## config.mk

```make
export PLATFORM = sky130hd
export DESIGN_NAME = press_classifier
export DESIGN_NICKNAME = d
export VERILOG_FILES = /design/src/rtl/press_pkg.sv /design/src/rtl/cycle_timer.sv /design/src/rtl/press_classifier.sv
export SDC_FILE = /design/constraint.sdc
export NUM_CORES = 1
export LEC_CHECK = 0
export CORE_MARGIN = 2
export CORE_UTILIZATION = 59
export CTS_CLUSTER_SIZE = 30
export DETAILED_ROUTE_END_ITERATION = 6
export PLACE_DENSITY_LB_ADDON = 0.15
export SLEW_MARGIN = 40
export SYNTH_ARGS = -nofsm -noshare
export SYNTH_HDL_FRONTEND = slang
export SYNTH_SLANG_ARGS = --single-unit
```

## constraint.sdc

```tcl
create_clock -name clk -period 2.75 [get_ports clk]
set_input_delay 0.55 -clock clk [delete_from_list [all_inputs] [get_ports clk]]
set_output_delay 0.55 -clock clk [all_outputs]
set_load 0.1 [all_outputs]
```

## src/rtl/press_pkg.sv

```systemverilog
// Shared types and default timing constants for the button press classifier.
package press_pkg;

    typedef enum logic [2:0] {
        IDLE      = 3'd0,
        PRESS1    = 3'd1,
        LONG_HOLD = 3'd2,
        WAIT_GAP  = 3'd3,
        PRESS2    = 3'd4
    } state_t;

    localparam int unsigned LONG_T_DEFAULT = 50_000_000;
    localparam int unsigned GAP_T_DEFAULT  = 15_000_000;
    localparam int unsigned CW_DEFAULT     = 26;

endpackage

```

## src/rtl/cycle_timer.sv

```systemverilog
// Up-counting cycle timer with synchronous clear; the owner gates enable so it never wraps.
module cycle_timer #(
    parameter int unsigned CW = 26
) (
    input  logic          clk,
    input  logic          reset,
    input  logic          clear,
    input  logic          enable,
    output logic [CW-1:0] count
);

    always_ff @(posedge clk or negedge reset) begin
        if (!reset) begin
            count <= '0;
        end else if (clear) begin
            count <= '0;
        end else if (enable) begin
            count <= count + CW'(1);
        end
    end

endmodule

```

## src/rtl/press_classifier.sv

```systemverilog
// Classifies a debounced button level into short, long and double presses.
//
// state     | meaning
// ----------|-----------------------------------------------------------
// IDLE      | button released, nothing pending
// PRESS1    | first press in progress, timing hold length
// LONG_HOLD | long press already reported, waiting for release
// WAIT_GAP  | first press released, timing gap for a possible second press
// PRESS2    | second press in progress, reported as double on release
module press_classifier
    import press_pkg::*;
#(
    parameter int unsigned LONG_T = LONG_T_DEFAULT,
    parameter int unsigned GAP_T  = GAP_T_DEFAULT,
    parameter int unsigned CW     = CW_DEFAULT
) (
    input  logic       clk,
    input  logic       reset,
    input  logic       in,
    output logic       short_press,
    output logic       long_press,
    output logic       double_press,
    output logic       held,
    output logic [7:0] press_count
);

    localparam logic [CW-1:0] LONG_LAST = CW'(LONG_T - 1);
    localparam logic [CW-1:0] GAP_LAST  = CW'(GAP_T - 1);

    state_t        state;
    state_t        state_nx;
    logic [CW-1:0] timer;
    logic          timer_clr;
    logic          timer_en;
    logic          short_nx;
    logic          long_nx;
    logic          double_nx;

    cycle_timer #(.CW(CW)) u_timer (
        .clk    (clk),
        .reset  (reset),
        .clear  (timer_clr),
        .enable (timer_en),
        .count  (timer)
    );

    always_comb begin
        state_nx  = state;
        timer_clr = 1'b0;
        timer_en  = 1'b0;
        short_nx  = 1'b0;
        long_nx   = 1'b0;
        double_nx = 1'b0;
        case (state)
            IDLE: begin
                timer_clr = 1'b1;
                if (in) state_nx = PRESS1;
            end
            PRESS1: begin
                // release wins over reaching the long threshold on the same edge
                if (!in) begin
                    state_nx  = WAIT_GAP;
                    timer_clr = 1'b1;
                end else if (timer == LONG_LAST) begin
                    state_nx = LONG_HOLD;
                    long_nx  = 1'b1;
                end else begin
                    timer_en = 1'b1;
                end
            end
            LONG_HOLD: begin
                if (!in) state_nx = IDLE;
            end
            WAIT_GAP: begin
                if (in) begin
                    state_nx = PRESS2;
                end else if (timer == GAP_LAST) begin
                    state_nx = IDLE;
                    short_nx = 1'b1;
                end else begin
                    timer_en = 1'b1;
                end
            end
            PRESS2: begin
                if (!in) begin
                    state_nx  = IDLE;
                    double_nx = 1'b1;
                end
            end
            default: state_nx = IDLE;
        endcase
    end

    always_ff @(posedge clk or negedge reset) begin
        if (!reset) begin
            state        <= IDLE;
            short_press  <= 1'b0;
            long_press   <= 1'b0;
            double_press <= 1'b0;
            held         <= 1'b0;
            press_count  <= 8'd0;
        end else begin
            state        <= state_nx;
            short_press  <= short_nx;
            long_press   <= long_nx;
            double_press <= double_nx;
            held         <= (state_nx == LONG_HOLD);
            if (short_nx || long_nx || double_nx) begin
                press_count <= press_count + 8'd1;
            end
        end
    end

endmodule

```

==> results.json, run 1 <==
{
  "startpoint_type": "flop",
  "clock_path_buffers": 2,
  "hold_path.class": "in2async",
  "seq_area_frac_synth_pct": 43.9,
  "synthCells": 240,
  "avgSynthCellArea_um2": 9.73,
  "dpl_cell_area_um2": 2480,
  "num_antenna_cells": 0,
  "die_area_um2": 4480,
  "period_needed_ns": 2.51,
  "yosys_warnings": 0,
  "drtIter0Drc": 113,
  "post_cts_buffers": 0,
  "final.setup.tns_ns": 0,
  "netlist_area_um2": 2340,
  "r2r-end": "u_timer.count[1]",
  "grt_pass1_vias": 1823,
  "clock_latency_ns": 0.30,
  "die_y_um": 66.9,
  "start_util_pct": 62.4,
  "cp-startpoint": "u_timer.count[10]",
  "remaining_drc_errors": 0,
  "max_slew_margin_pct": 65.0,
  "post-synth-top-area-fraction_pct": 43.9,
  "r2r-start": "u_timer.count[10]",
  "worst-slew-pin-transition_ns": 0.525,
  "h-tree-depth": 2,
  "cts_root_buf": "clkbuf_8",
  "drv_slew": 0,
  "synthTopCellsByCount": "dfrtp_1 (41), nand2_1 (21), nor2_1 (19)",
  "synth_nets": 245,
  "ios": 15,
  "finalCritPeriodShare_pct": 91.1,
  "avgViaCountPerCell": 6.12,
  "synth_area_leaders": "dfrtp_1 (44%), or3_1 (3.5%), nand2_1 (3.4%)",
  "tritoncts": "built",
  "cts_hold_buf": 0,
  "max_freq_mhz": 399,
  "ys.flop_type": "dfrtp_1",
  "grt_max_degree": 42,
  "skew_ns": 0.00946,
  "yosysMostFrequentCell": "dfrtp_1",
  "cp-end-kind": "flop",
  "wl_per_cell_um": 15.4,
  "clk_pin_slew_worst_paths_ns": 0.09,
  "critPathArrivalTime_ns": 2.69,
  "cts_sinks": 41,
  "p_leak_nw": 1.07,
  "postLayoutCellArea_um2": 2600,
  "ant_nets": 0,
  "row_count": 22,
  "yosys.area.top_type": "dfrtp_1",
  "ys_ff_latch": 41,
  "rsz0062_at_grt": "false",
  "ir_worst_vdd_v": 0.000435,
  "wl_mm": 4.74,
  "outcome": "finished, final reports clean",
  "gp_congestion": 0.855,
  "hold_viol": 0,
  "synth_edf_count": 0,
  "grt_pass1_wl_mm": 8.38,
  "die_w_um": 66.9,
  "antenna_found_initial": 0,
  "final_nets": 264,
  "grtUsageTotal_pct": 24.8,
  "r2r_setup_slack_ns": 0.24,
  "areaGrowthSynthToFinish_pct": 11.2,
  "via_count": 1886,
  "cts_resized": 0,
  "reg2reg_depth": 7,
  "crit_type": "reg2reg",
  "cp_max_fo": 19,
  "synth_cell_types": 52,
  "grt-ovfl-total": 0,
  "power_density_nw_per_um2": 725,
  "core_um2": 3740,
  "setup_viol": 0,
  "drive_gt1_share_pct": 20.4,
  "maxCapViolCount": 0,
  "dp_hpwl_mm": 3.38,
  "async_flop_share_pct": 100,
  "firstDrtPassIters": 4,
  "port_buffers": 14,
  "required_ns": 2.94,
  "numCtsBuffers": 5
}
-- flip-flops by register name (all words and copies together), names as in the netlist --
register / count
held: 1
short_press: 1
state: 3
press_count: 8
double_press: 1
long_press: 1
u_timer.count: 26
-- cells by family (layout without fill, tap and decap cells) --
group,Yosys count,in the layout,share of synthesized area (%)
compound gates,50,50,15.3
fa+ha+maj,2,2,1.07
xor+xnor,8,8,3.00
mux,5,5,2.41
simple gates,115,115,29.1
buf+inv,19,39,5.20
flops,41,41,43.9
-- where the power goes --
group	total (W)	internal, W	switching (W)
sequential	0.000746	0.000657	0.0000891
combinational	0.000647	0.000194	0.000453
clock	0.000491	0.000272	0.000219
-- area by class of cell --
type | instances | area, um^2
multi-input cells | 180 | 1190
fillers | 299 | 1140
flip-flops and latches | 41 | 1030
repair buffers | 24 | 183
clock buffers | 5 | 68.8
well taps | 48 | 60.1
clock inverters | 3 | 46.3
inverters | 7 | 26.3
-- worst max-delay path, stage by stage (launching register included) --
cell       delay (ns)
dfrtp_1          0.41
or4_4            0.55
nor4_2           0.27
and3_2           0.26
a2bb2oi_4        0.39
buf_4            0.27
mux2i_1          0.19
nor2_1           0.05
-- how the worst max path moves through the flow --
| stage | to | depth (start not counted) |
|---|---|---|
| finish | u_timer.count[1] | 7 |
| global route | u_timer.count[1] | 7 |
| CTS | u_timer.count[1] | 7 |
| detailed placement | u_timer.count[1] | 7 |
| global placement | u_timer.count[1] | 7 |
| floorplan | u_timer.count[1] | 8 |
-- layout by cell type, fill, tap and decap left out, drive strengths merged, types with 2 or more instances in the layout --
master	synthesis	final
and3	4	4
or2	2	2
nor4	3	3
o211ai	5	5
o21ai	14	14
and4	4	4
dfrtp	41	41
buf	8	23
mux2	2	2
nand2	21	21
a21oi	18	18
nor2	20	20
xnor2	3	3
nand2b	2	2
o31ai	7	7
nor2b	2	2
mux2i	3	3
nand4	8	8
inv	7	7
nor3b	2	2
nand3	10	10
nor3	7	7
or3	13	13
or4	10	10
xor2	5	5
clkbuf	4	5
ha	2	2
-- layer usage --
layer  routed length [um]  vias up  global-route usage, %
met4                   87        0                   8.16
li1                     -      930                      -
met2                 2270       47                   40.8
met5                    0        -                      0
met3                  229        8                   5.07
met1                 2150      901                   32.5
-- through the flow --
stage / std cells / utilization, % / hold WS (ns) / total power (W) / setup WS [ns]
2_1_floorplan: 240 / - / 0.254 / 0.00131 / 0.550
3_3_place_gp: 300 / 66.3 / 0.458 / 0.00140 / 0.310
3_5_place_dp: 300 / 66.3 / 0.485 / 0.00141 / 0.260
4_1_cts: 308 / 69.4 / 0.235 / 0.00191 / 0.248
5_1_grt: 308 / 69.4 / 0.259 / 0.00201 / 0.0273
6_report: 308 / 69.4 / 0.223 / 0.00188 / 0.244
No activity file was read; power rests on OpenSTA's default activity.
==> run 2, diff against run 1 <==
--- a/config.mk
+++ b/config.mk
@@ -5,7 +5,6 @@
 export SDC_FILE = /design/constraint.sdc
 export NUM_CORES = 1
 export LEC_CHECK = 0
-export CORE_MARGIN = 2
 export CORE_UTILIZATION = 59
 export CTS_CLUSTER_SIZE = 30
 export DETAILED_ROUTE_END_ITERATION = 6
==> constraint.sdc (replaced) <==
create_clock -name clk -period 2.75 [get_ports clk]
set_input_delay 0.6875 -clock clk [delete_from_list [all_inputs] [get_ports clk]]
set_output_delay 0.6875 -clock clk [all_outputs]
set_load 0.1 [all_outputs]
==> run 2 against run 1 <==
Net effect:
- design area up 1.8%
- register-to-register slack worse by 0.02 ns
- via count up 0.69%
- clock skew down 0.0030 ns
- routed wire length up 3.4%
- setup slack worse by 0.023 ns
- total power up 7.0%
- sequential share of layout area down 0.69 points
- clock-buffer cell count unchanged
- sequential power about the same
- hold slack better by 0.13 ns
- critical path type unchanged
- largest power group unchanged
==> results.json, run 2 (same netlist as run 1, synthesis figures left out) <==
{
  "p_leak_nw": 1.10,
  "antenna_found_initial": 0,
  "clk_pin_slew_worst_paths_ns": 0.08,
  "final_util_pct": 71.2,
  "cp_max_fo": 27,
  "critical_path.endpoint": "u_timer.count[1]",
  "ant_nets": 0,
  "wl_mm": 4.90,
  "cts_sinks": 41,
  "clock_path_buffers": 2,
  "die_area_um2": 4220,
  "start_util_pct": 62.9,
  "regMostFlops": "u_timer.count",
  "ios": 15,
  "mostFrequentLayoutCells": "dfrtp_1 (41), buf_4 (24), nand2_1 (21)",
  "grtUsageTotal_pct": 26.0,
  "row_count": 22,
  "final_nets": 266,
  "dp_slack_ns": 0.107,
  "clock_latency_ns": 0.30,
  "die_y_um": 64.9,
  "postLayoutCellArea_um2": 2650,
  "wl_per_cell_um": 15.8,
  "maxCapViolCount": 0,
  "fillerInstances": 297,
  "h-tree-depth": 2,
  "core_um2": 3720,
  "finalCritPeriodShare_pct": 92.0,
  "max_slew_margin_pct": 65.6,
  "cp-end-kind": "flop",
  "crit_path_cell_trace": "or4_4 -> nor4_2 -> and3_2 -> a2bb2oi_4 -> buf_12 -> mux2i_1 -> nor2_1",
  "grt_max_degree": 42,
  "tritoncts": "built",
  "setup_viol": 0,
  "critPathArrivalTime_ns": 2.72,
  "top_regs": "u_timer.count x26, press_count x8, state x3",
  "reg2reg_depth": 7,
  "hold_path.class": "in2async",
  "dp_hpwl_mm": 3.46,
  "final.setup.tns_ns": 0,
  "period_needed_ns": 2.53,
  "grt-ovfl-total": 0,
  "required_ns": 2.94,
  "post_cts_buffers": 0,
  "die_w_um": 64.9,
  "r2r-start": "u_timer.count[10]",
  "setup_ws_ns": 0.221,
  "power_density_nw_per_um2": 762,
  "startpoint_type": "flop",
  "cts_resized": 0,
  "via_count": 1899,
  "grt_pass1_vias": 1754,
  "firstDrtPassIters": 4,
  "final_common_cell": "dfrtp_1",
  "cp-startpoint": "u_timer.count[10]",
  "grt_pass1_wl_mm": 8.20,
  "areaGrowthSynthToFinish_pct": 13.2,
  "critPathSlowestCell": "or4_4",
  "drtIter0Drc": 118,
  "drv_slew": 0,
  "cts_hold_buf": 0,
  "r2r-end": "u_timer.count[1]",
  "avgViaCountPerCell": 6.13,
  "crit_type": "reg2reg",
  "num_antenna_cells": 0,
  "max_freq_mhz": 395,
  "hold_viol": 0,
  "rsz0062_at_grt": "false",
  "dpl_cell_area_um2": 2510,
  "outcome": "finished, final reports clean",
  "numCtsBuffers": 5,
  "r2r_setup_slack_ns": 0.22,
  "worst-slew-pin-transition_ns": 0.517,
  "largest_reg_flops": 26,
  "ir_worst_vdd_v": 0.000357,
  "total_power_w": 0.00202,
  "slowest_delay_ns": 0.56,
  "gp_congestion": 0.939,
  "drive_gt1_share_pct": 21.0,
  "skew_ns": 0.00649,
  "port_buffers": 14,
  "remaining_drc_errors": 0,
  "cts_root_buf": "clkbuf_8"
}
## run 2: metrics by stage
| step | instances | hold WS, ns |
|---|---|---|
| 6_report | 310 | 0.351 |
| 5_1_grt | 310 | 0.403 |
| 4_1_cts | 310 | 0.380 |
| 3_5_place_dp | 302 | 0.470 |
| 3_3_place_gp | 302 | 0.460 |
| 2_1_floorplan | 240 | 0.392 |
## run 2: final cells by class
| class | count | area, um^2 | area share, % |
|---|---|---|---|
| inverters | 7 | 26.3 | 0.993 |
| flip-flops and latches | 41 | 1030 | 38.8 |
| clock inverters | 3 | 65.1 | 2.46 |
| clock buffers | 5 | 68.8 | 2.60 |
| repair buffers | 26 | 210 | 7.95 |
| multi-input cells | 180 | 1190 | 44.9 |
| well taps | 48 | 60.1 | 2.27 |
## run 2: worst min-delay path by stage
stage | from | end | depth (start not counted)
detailed placement | press_count[7] | press_count[7] | 1
global placement | press_count[7] | press_count[7] | 1
floorplan | reset | double_press | 0
global route | reset | press_count[2] | 1
CTS | reset | press_count[2] | 1
finish | reset | press_count[3] | 1
## run 2: metal layers
layer / track usage, % / vias up / wire length (um)
li1: - / 930 / -
met1: 33.1 / 920 / 2260
met2: 43.1 / 41 / 2380
met3: 5.81 / 8 / 187
met4: 9.17 / 0 / 78
met5: 0 / - / 0
## run 2: power by group
part / switching [W] / internal [W]
Combinational: 0.000467 / 0.000224
Sequential: 0.0000870 / 0.000657
Clock: 0.000219 / 0.000361
## run 2: critical path, delay by kind of cell (launching register included)
family / cells / cell delay (ns)
buffers and inverters: 1 / 0.23
flip-flops: 1 / 0.42
AND/OR/NAND/NOR: 4 / 1.17
AO/OA/AOI/OAI: 1 / 0.42
multiplexers: 1 / 0.19
